$ cat src/rtl/cmd_parser_pkg.sv
`default_nettype none
// +----------------------------------------------------------------------------+
// | Module      : cmd_parser_pkg                                               |
// | Description : Frame constants, opcodes, error codes and FSM states shared   |
// |               by the host command parser.                                  |
// | Revision    : 1.0 - initial release                                        |
// +----------------------------------------------------------------------------+
package cmd_parser_pkg;

    localparam logic [7:0] CMD_HDR0 = 8'h5A;
    localparam logic [7:0] CMD_HDR1 = 8'hC3;

    localparam logic [7:0] OP_DUMP = 8'h01;
    localparam logic [7:0] OP_ARM  = 8'h02;
    localparam logic [7:0] OP_TRIG = 8'h03;

    localparam logic [2:0] ERR_BADOP   = 3'd1;
    localparam logic [2:0] ERR_CKSUM   = 3'd2;
    localparam logic [2:0] ERR_ZEROCNT = 3'd3;
    localparam logic [2:0] ERR_BUSY    = 3'd4;
    localparam logic [2:0] ERR_TIMEOUT = 3'd5;

    localparam int TIMEOUT_CYC_DEFAULT = 100000;

    typedef enum logic [2:0] {
        S_IDLE = 3'd0,
        S_H1   = 3'd1,
        S_OP   = 3'd2,
        S_ARG  = 3'd3,
        S_CK   = 3'd4,
        S_EXEC = 3'd5
    } state_e;

    function automatic logic op_legal(input logic [7:0] op);
        return (op == OP_DUMP) || (op == OP_ARM) || (op == OP_TRIG);
    endfunction

    function automatic logic [2:0] op_nargs(input logic [7:0] op);
        case (op)
            OP_DUMP: return 3'd4;
            OP_TRIG: return 3'd2;
            default: return 3'd0;
        endcase
    endfunction

endpackage
`default_nettype wire

$ cat src/rtl/cmd_parser_rx_timeout.sv
`default_nettype none
// +----------------------------------------------------------------------------+
// | Module      : cmd_parser_rx_timeout                                        |
// | Description : Inter-byte watchdog; reloads on clear, counts down while     |
// |               enabled and flags expiry once TIMEOUT_CYC-1 cycles elapsed.  |
// | Revision    : 1.0 - initial release                                        |
// +----------------------------------------------------------------------------+
module cmd_parser_rx_timeout #(
    parameter int TIMEOUT_CYC = 100000
) (
    input  logic clk,
    input  logic rst,
    input  logic clear_i,
    input  logic enable_i,
    output logic expired_o
);

    localparam int CW = (TIMEOUT_CYC > 1) ? $clog2(TIMEOUT_CYC) : 1;
    localparam logic [CW-1:0] LOAD = CW'(TIMEOUT_CYC - 1);

    logic [CW-1:0] cnt_q;

    always_ff @(posedge clk) begin
        if (rst || clear_i) begin
            cnt_q <= LOAD;
        end else if (enable_i && (cnt_q != '0)) begin
            cnt_q <= cnt_q - CW'(1);
        end
    end

    assign expired_o = enable_i && (cnt_q == '0);

endmodule
`default_nettype wire

$ cat src/rtl/cmd_parser.sv
`default_nettype none
// +----------------------------------------------------------------------------+
// | Module      : cmd_parser                                                   |
// | Description : Parses framed, XOR-checksummed host commands into dump, arm  |
// |               and trigger controls; dropped frames raise a coded error.    |
// | Revision    : 1.0 - initial release                                        |
// +----------------------------------------------------------------------------+
module cmd_parser
    import cmd_parser_pkg::*;
#(
    parameter int AW          = 16,
    parameter int TIMEOUT_CYC = TIMEOUT_CYC_DEFAULT
) (
    input  logic          clk,
    input  logic          rst,
    input  logic          rx_valid_i,
    input  logic [7:0]    rx_data_i,
    input  logic          dump_busy_i,
    output logic          start_dump_o,
    output logic [AW-1:0] start_addr_o,
    output logic [15:0]   count_o,
    output logic          arm_o,
    output logic [7:0]    trig_mask_o,
    output logic [7:0]    trig_value_o,
    output logic          err_o,
    output logic [2:0]    err_code_o,
    output logic          parser_busy_o
);

    state_e        state_q;
    logic [7:0]    op_q;
    logic [7:0]    acc_q;
    logic [1:0]    idx_q;
    logic [7:0]    arg_q [4];
    logic          start_dump_q;
    logic [AW-1:0] start_addr_q;
    logic [15:0]   count_q;
    logic          arm_q;
    logic [7:0]    trig_mask_q;
    logic [7:0]    trig_value_q;
    logic          err_q;
    logic [2:0]    err_code_q;

    logic          waiting;
    logic          tmo_expired;
    logic [AW-1:0] dump_addr_d;
    logic [15:0]   dump_cnt_d;

    assign waiting     = (state_q == S_H1) || (state_q == S_OP) ||
                         (state_q == S_ARG) || (state_q == S_CK);
    // Address bytes wider than the buffer are truncated, not rejected.
    assign dump_addr_d = AW'({arg_q[1], arg_q[0]});
    assign dump_cnt_d  = {arg_q[3], arg_q[2]};

    cmd_parser_rx_timeout #(
        .TIMEOUT_CYC(TIMEOUT_CYC)
    ) u_rx_timeout (
        .clk       (clk),
        .rst       (rst),
        .clear_i   (rx_valid_i),
        .enable_i  (waiting),
        .expired_o (tmo_expired)
    );

    always_ff @(posedge clk) begin
        if (rst) begin
            state_q      <= S_IDLE;
            op_q         <= '0;
            acc_q        <= '0;
            idx_q        <= '0;
            for (int i = 0; i < 4; i++) arg_q[i] <= '0;
            start_dump_q <= 1'b0;
            start_addr_q <= '0;
            count_q      <= '0;
            arm_q        <= 1'b0;
            trig_mask_q  <= 8'hFF;
            trig_value_q <= '0;
            err_q        <= 1'b0;
            err_code_q   <= '0;
        end else begin
            start_dump_q <= 1'b0;
            arm_q        <= 1'b0;
            err_q        <= 1'b0;
            // A byte landing on the expiry cycle keeps the frame alive.
            if (!rx_valid_i && tmo_expired) begin
                err_q      <= 1'b1;
                err_code_q <= ERR_TIMEOUT;
                state_q    <= S_IDLE;
            end else begin
                case (state_q)
                    S_IDLE: begin
                        if (rx_valid_i && (rx_data_i == CMD_HDR0)) state_q <= S_H1;
                    end
                    S_H1: begin
                        if (rx_valid_i) begin
                            if (rx_data_i == CMD_HDR1)      state_q <= S_OP;
                            else if (rx_data_i != CMD_HDR0) state_q <= S_IDLE;
                        end
                    end
                    S_OP: begin
                        if (rx_valid_i) begin
                            if (op_legal(rx_data_i)) begin
                                op_q    <= rx_data_i;
                                acc_q   <= rx_data_i;
                                idx_q   <= '0;
                                state_q <= (op_nargs(rx_data_i) != 3'd0) ? S_ARG : S_CK;
                            end else begin
                                err_q      <= 1'b1;
                                err_code_q <= ERR_BADOP;
                                state_q    <= S_IDLE;
                            end
                        end
                    end
                    S_ARG: begin
                        if (rx_valid_i) begin
                            arg_q[idx_q] <= rx_data_i;
                            acc_q        <= acc_q ^ rx_data_i;
                            idx_q        <= idx_q + 2'd1;
                            if ({1'b0, idx_q} == (op_nargs(op_q) - 3'd1)) state_q <= S_CK;
                        end
                    end
                    S_CK: begin
                        if (rx_valid_i) begin
                            if (rx_data_i != acc_q) begin
                                err_q      <= 1'b1;
                                err_code_q <= ERR_CKSUM;
                                state_q    <= S_IDLE;
                            end else begin
                                state_q <= S_EXEC;
                            end
                        end
                    end
                    S_EXEC: begin
                        state_q <= S_IDLE;
                        case (op_q)
                            OP_DUMP: begin
                                if (dump_cnt_d == 16'd0) begin
                                    err_q      <= 1'b1;
                                    err_code_q <= ERR_ZEROCNT;
                                end else if (dump_busy_i) begin
                                    err_q      <= 1'b1;
                                    err_code_q <= ERR_BUSY;
                                end else begin
                                    start_addr_q <= dump_addr_d;
                                    count_q      <= dump_cnt_d;
                                    start_dump_q <= 1'b1;
                                end
                            end
                            OP_ARM:  arm_q <= 1'b1;
                            OP_TRIG: begin
                                trig_mask_q  <= arg_q[0];
                                trig_value_q <= arg_q[1];
                            end
                            default: ;
                        endcase
                    end
                    default: state_q <= S_IDLE;
                endcase
            end
        end
    end

    assign start_dump_o  = start_dump_q;
    assign start_addr_o  = start_addr_q;
    assign count_o       = count_q;
    assign arm_o         = arm_q;
    assign trig_mask_o   = trig_mask_q;
    assign trig_value_o  = trig_value_q;
    assign err_o         = err_q;
    assign err_code_o    = err_code_q;
    assign parser_busy_o = (state_q != S_IDLE);

endmodule
`default_nettype wire

$ cat config.mk
export PLATFORM = sky130hd
export DESIGN_NAME = cmd_parser
export DESIGN_NICKNAME = d
export VERILOG_FILES = /design/src/rtl/cmd_parser_pkg.sv /design/src/rtl/cmd_parser_rx_timeout.sv /design/src/rtl/cmd_parser.sv
export SDC_FILE = /design/constraint.sdc
export NUM_CORES = 1
export LEC_CHECK = 0
export BUFFER_PORTS_ARGS = -buffer_cell sky130_fd_sc_hd__buf_4
export CORE_UTILIZATION = 30
export DETAILED_ROUTE_END_ITERATION = 16
export GPL_TIMING_DRIVEN = 0
export SETUP_SLACK_MARGIN = 0.2
export SLEW_MARGIN = 20
export SYNTH_ARGS = -nofsm -noshare
export SYNTH_HDL_FRONTEND = slang
export SYNTH_SLANG_ARGS = --single-unit
$ cat constraint.sdc
create_clock -name clk -period 4.1 [get_ports clk]
set_input_delay 0.205 -clock clk [delete_from_list [all_inputs] [get_ports clk]]
set_output_delay 0.205 -clock clk [all_outputs]
set_load 0.01 [all_outputs]
==> key figures <==
Status
  – Outcome: finished clean

Place
  – DP Wirelength: 9230 um
  – DP Cell Count: 832
  – IO Port Bufs: 59
  – Post-DP Area: 5950 um2
  – Final GP Congestion: 0.841

Power and ir drop
  – Leak: 2.51 nW
  – Maximum vdd ir drop: 0.323 mV
  – PwrDens: 440 nW/um2

Floorplanning
  – Num ports: 67
  – Starting Density: 0.311
  – Die Y: 134 um
  – Core area: 16800 um2
  – Die span in x: 134 um
  – DIE AREA: 17900 um2
  – Row count: 47

Layout
  – Fin util: 0.390
  – Antenna Cells: 0
  – Finished Cell Area: 6570 um2
  – P&R area growth vs syn: 25.7%
  – Layout cells sized above 1: 0.185
  – Final #Nets: 645
  – Final Non-Filler Cells: 864

Critical path
  – Reg2reg path depth: 6
  – Worst endpoint required time: 4.44 ns
  – Arr. time, crit path: 2.74 ns
  – Crit start category: register
  – CP max FO: 10
  – Crit path capture type: register
  – CP Class: reg -> reg

STA
  – Worst slew margin: 0.414
  – Final hold slack: 0.157 ns
  – Setup TNS: 0 ns
  – Clk_skew: 0.0244 ns
  – Max Freq: 0.415 GHz
  – Setup violators final: 0
  – Crit share post-route: 0.587
  – Max Transition Viols Final: 0
  – Pin slew with the least headroom to its limit: 0.870 ns
  – Fin crit period: 2.41 ns
  – Final Hold Viols: 0
  – RSZ-0062 raised after global routing: no

Clock tree
  – Num CTS Buffers: 17
  – Clock-pin slew on the worst setup and hold paths: 0.06 ns
  – H-tree levels: 4
  – Post-CTS Setup Repair Bufs: 0
  – Post-cts resize count: 0
  – Sink Count: 124
  – Clock root cell: clkbuf_16
  – CTS Buffer Depth: 2
  – Hold buffers post-CTS: 0
  – TritonCTS clock tree: built
  – Clk Latency, worst-skew pair: 0.42 ns

Drt
  – Vias: 4089
  – Drt pass-1 iters: 4
  – Routed wire length: 12800 um
  – First-iteration detailed-routing DRC count: 259
  – DRC viols: 0
  – DR WL/cell: 14.8 um
  – Via-to-Cell Ratio: 4.73
  – Antenna-violating nets left: 0

Synth
  – Area of the mapped netlist: 5220 um2
  – Post-synthesis register bit count: 124
  – Yosys top cell area share: 0.353
  – Synth Warn #: 0
  – EDFF count, synth: 32
  – Top cells by count, synth: nand2_1, dfxtp_1, a21oi_1
  – Post-Synthesis Cells: 553
  – Post-synth top flop: dfxtp_1
  – Syn_nets: 567
  – Number of library cell types mapped by synthesis: 54
  – Post-synthesis sequential area ratio: 0.537
  – Synth area leader: dfxtp_1
  – Async set-reset flop share out of synthesis: 0
  – Syn avg cell area: 9.45 um2
  – Most frequent cell after synthesis: nand2_1
  – Dominant cells by area after synthesis: dfxtp_1, edfxtp_1, nand2_1

Global route
  – Vias in the first global route: 4080
  – Tot GR Track Use: 0.150
  – Initial antenna violation count: 0
  – Largest net degree at the start of global routing: 17
  – Remaining global-route overflow: 0
  – Global-route wire length before repair: 20600 um

Run
  – Max-cap violations: 0

Hold path
  – Hold Crit Depth: 4
  – Worst hold path type: in -> reg
layer usage:
metal,global-route usage,part of all wire
met3,0.0420,0.052
met5,0,0
met1,0.176,0.44
met2,0.256,0.50
met4,0.0657,0.016
per-stage QoR:
step,setup WS (ns),total power [W]
floorplan,2.02,0.00133
global placement,1.57,0.00136
detailed placement,1.57,0.00136
CTS,1.55,0.00292
global route,1.46,0.00299
finish,1.69,0.00289
power breakdown:
| part | switching (W) | internal [W] | total [W] |
|---|---|---|---|
| sequential | 0.00000601 | 0.00126 | 0.00127 |
| clock | 0.000572 | 0.000985 | 0.00156 |
| combinational | 0.0000481 | 0.0000141 | 0.0000623 |
sequential cells by signal (all words and copies together), names as in the netlist, 2 cells and up:
register            cells
op_q                    8
err_code_o              3
state_q                 3
trig_value_o            8
u_rx_timeout.cnt_q     17
start_addr_o           16
acc_q                   8
arg_q                  32
idx_q                   2
trig_mask_o             8
count_o                16
cell usage in the layout, fill, tap and decap left out, types with 3 or more instances in the layout:
master       n
mux2i_1     19
nor4_1      10
inv_6        4
nand3_1     14
o21ai_1      3
nand4_1      3
or3_1        6
xor2_1      10
o21ai_0     16
nand2_1    101
clkbuf_16   17
buf_2        9
inv_1        7
nor2_1      45
dfxtp_1     92
edfxtp_1    32
clkbuf_1    18
o211ai_1    10
clkinv_4     3
nor3_1      11
a21oi_1     51
xnor2_1      9
and2_1      39
buf_4       59
bufinv_16    3
cell families after synthesis:
family	count (synthesis)	share of synthesized area
buffers and inverters	37	0.0335
multiplexers	19	0.0364
flip-flops	124	0.537
adder cells (fa/ha/maj)	2	0.00479
XOR/XNOR	19	0.0319
AND/OR/NAND/NOR	258	0.254
AO/OA/AOI/OAI	94	0.103
critical path, stage by stage (launching register included):
cell and delay [ns]:
edfxtp_1 0.38, nor4_1 0.35, nand4_1 0.28, nand3_1 0.59, clkbuf_1 0.44, nand2_1 0.11, a21oi_1 0.16
worst paths after layout:
| path | startpoint | endpoint | slack [ns] |
|---|---|---|---|
| setup / recovery | arg_q[3][2] | count_o[4] | 1.69 |
| hold / removal | dump_busy_i | start_addr_o[0] | 0.16 |
| setup reg to reg | arg_q[3][2] | count_o[4] | 1.69 |
| hold reg to reg | start_addr_o[6] | start_addr_o[6] | 0.45 |
final cells by class:
class,count,area [um2]
Buffer,30,149
Clock buffer,18,439
Clock inverter,14,181
Fill cell,1704,10300
Inverter,7,26.3
Multi-Input combinational cell,392,2250
Sequential cell,124,2800
Tap cell,220,275
Timing Repair Buffer,59,443
(Power assumes the default switching activity.)
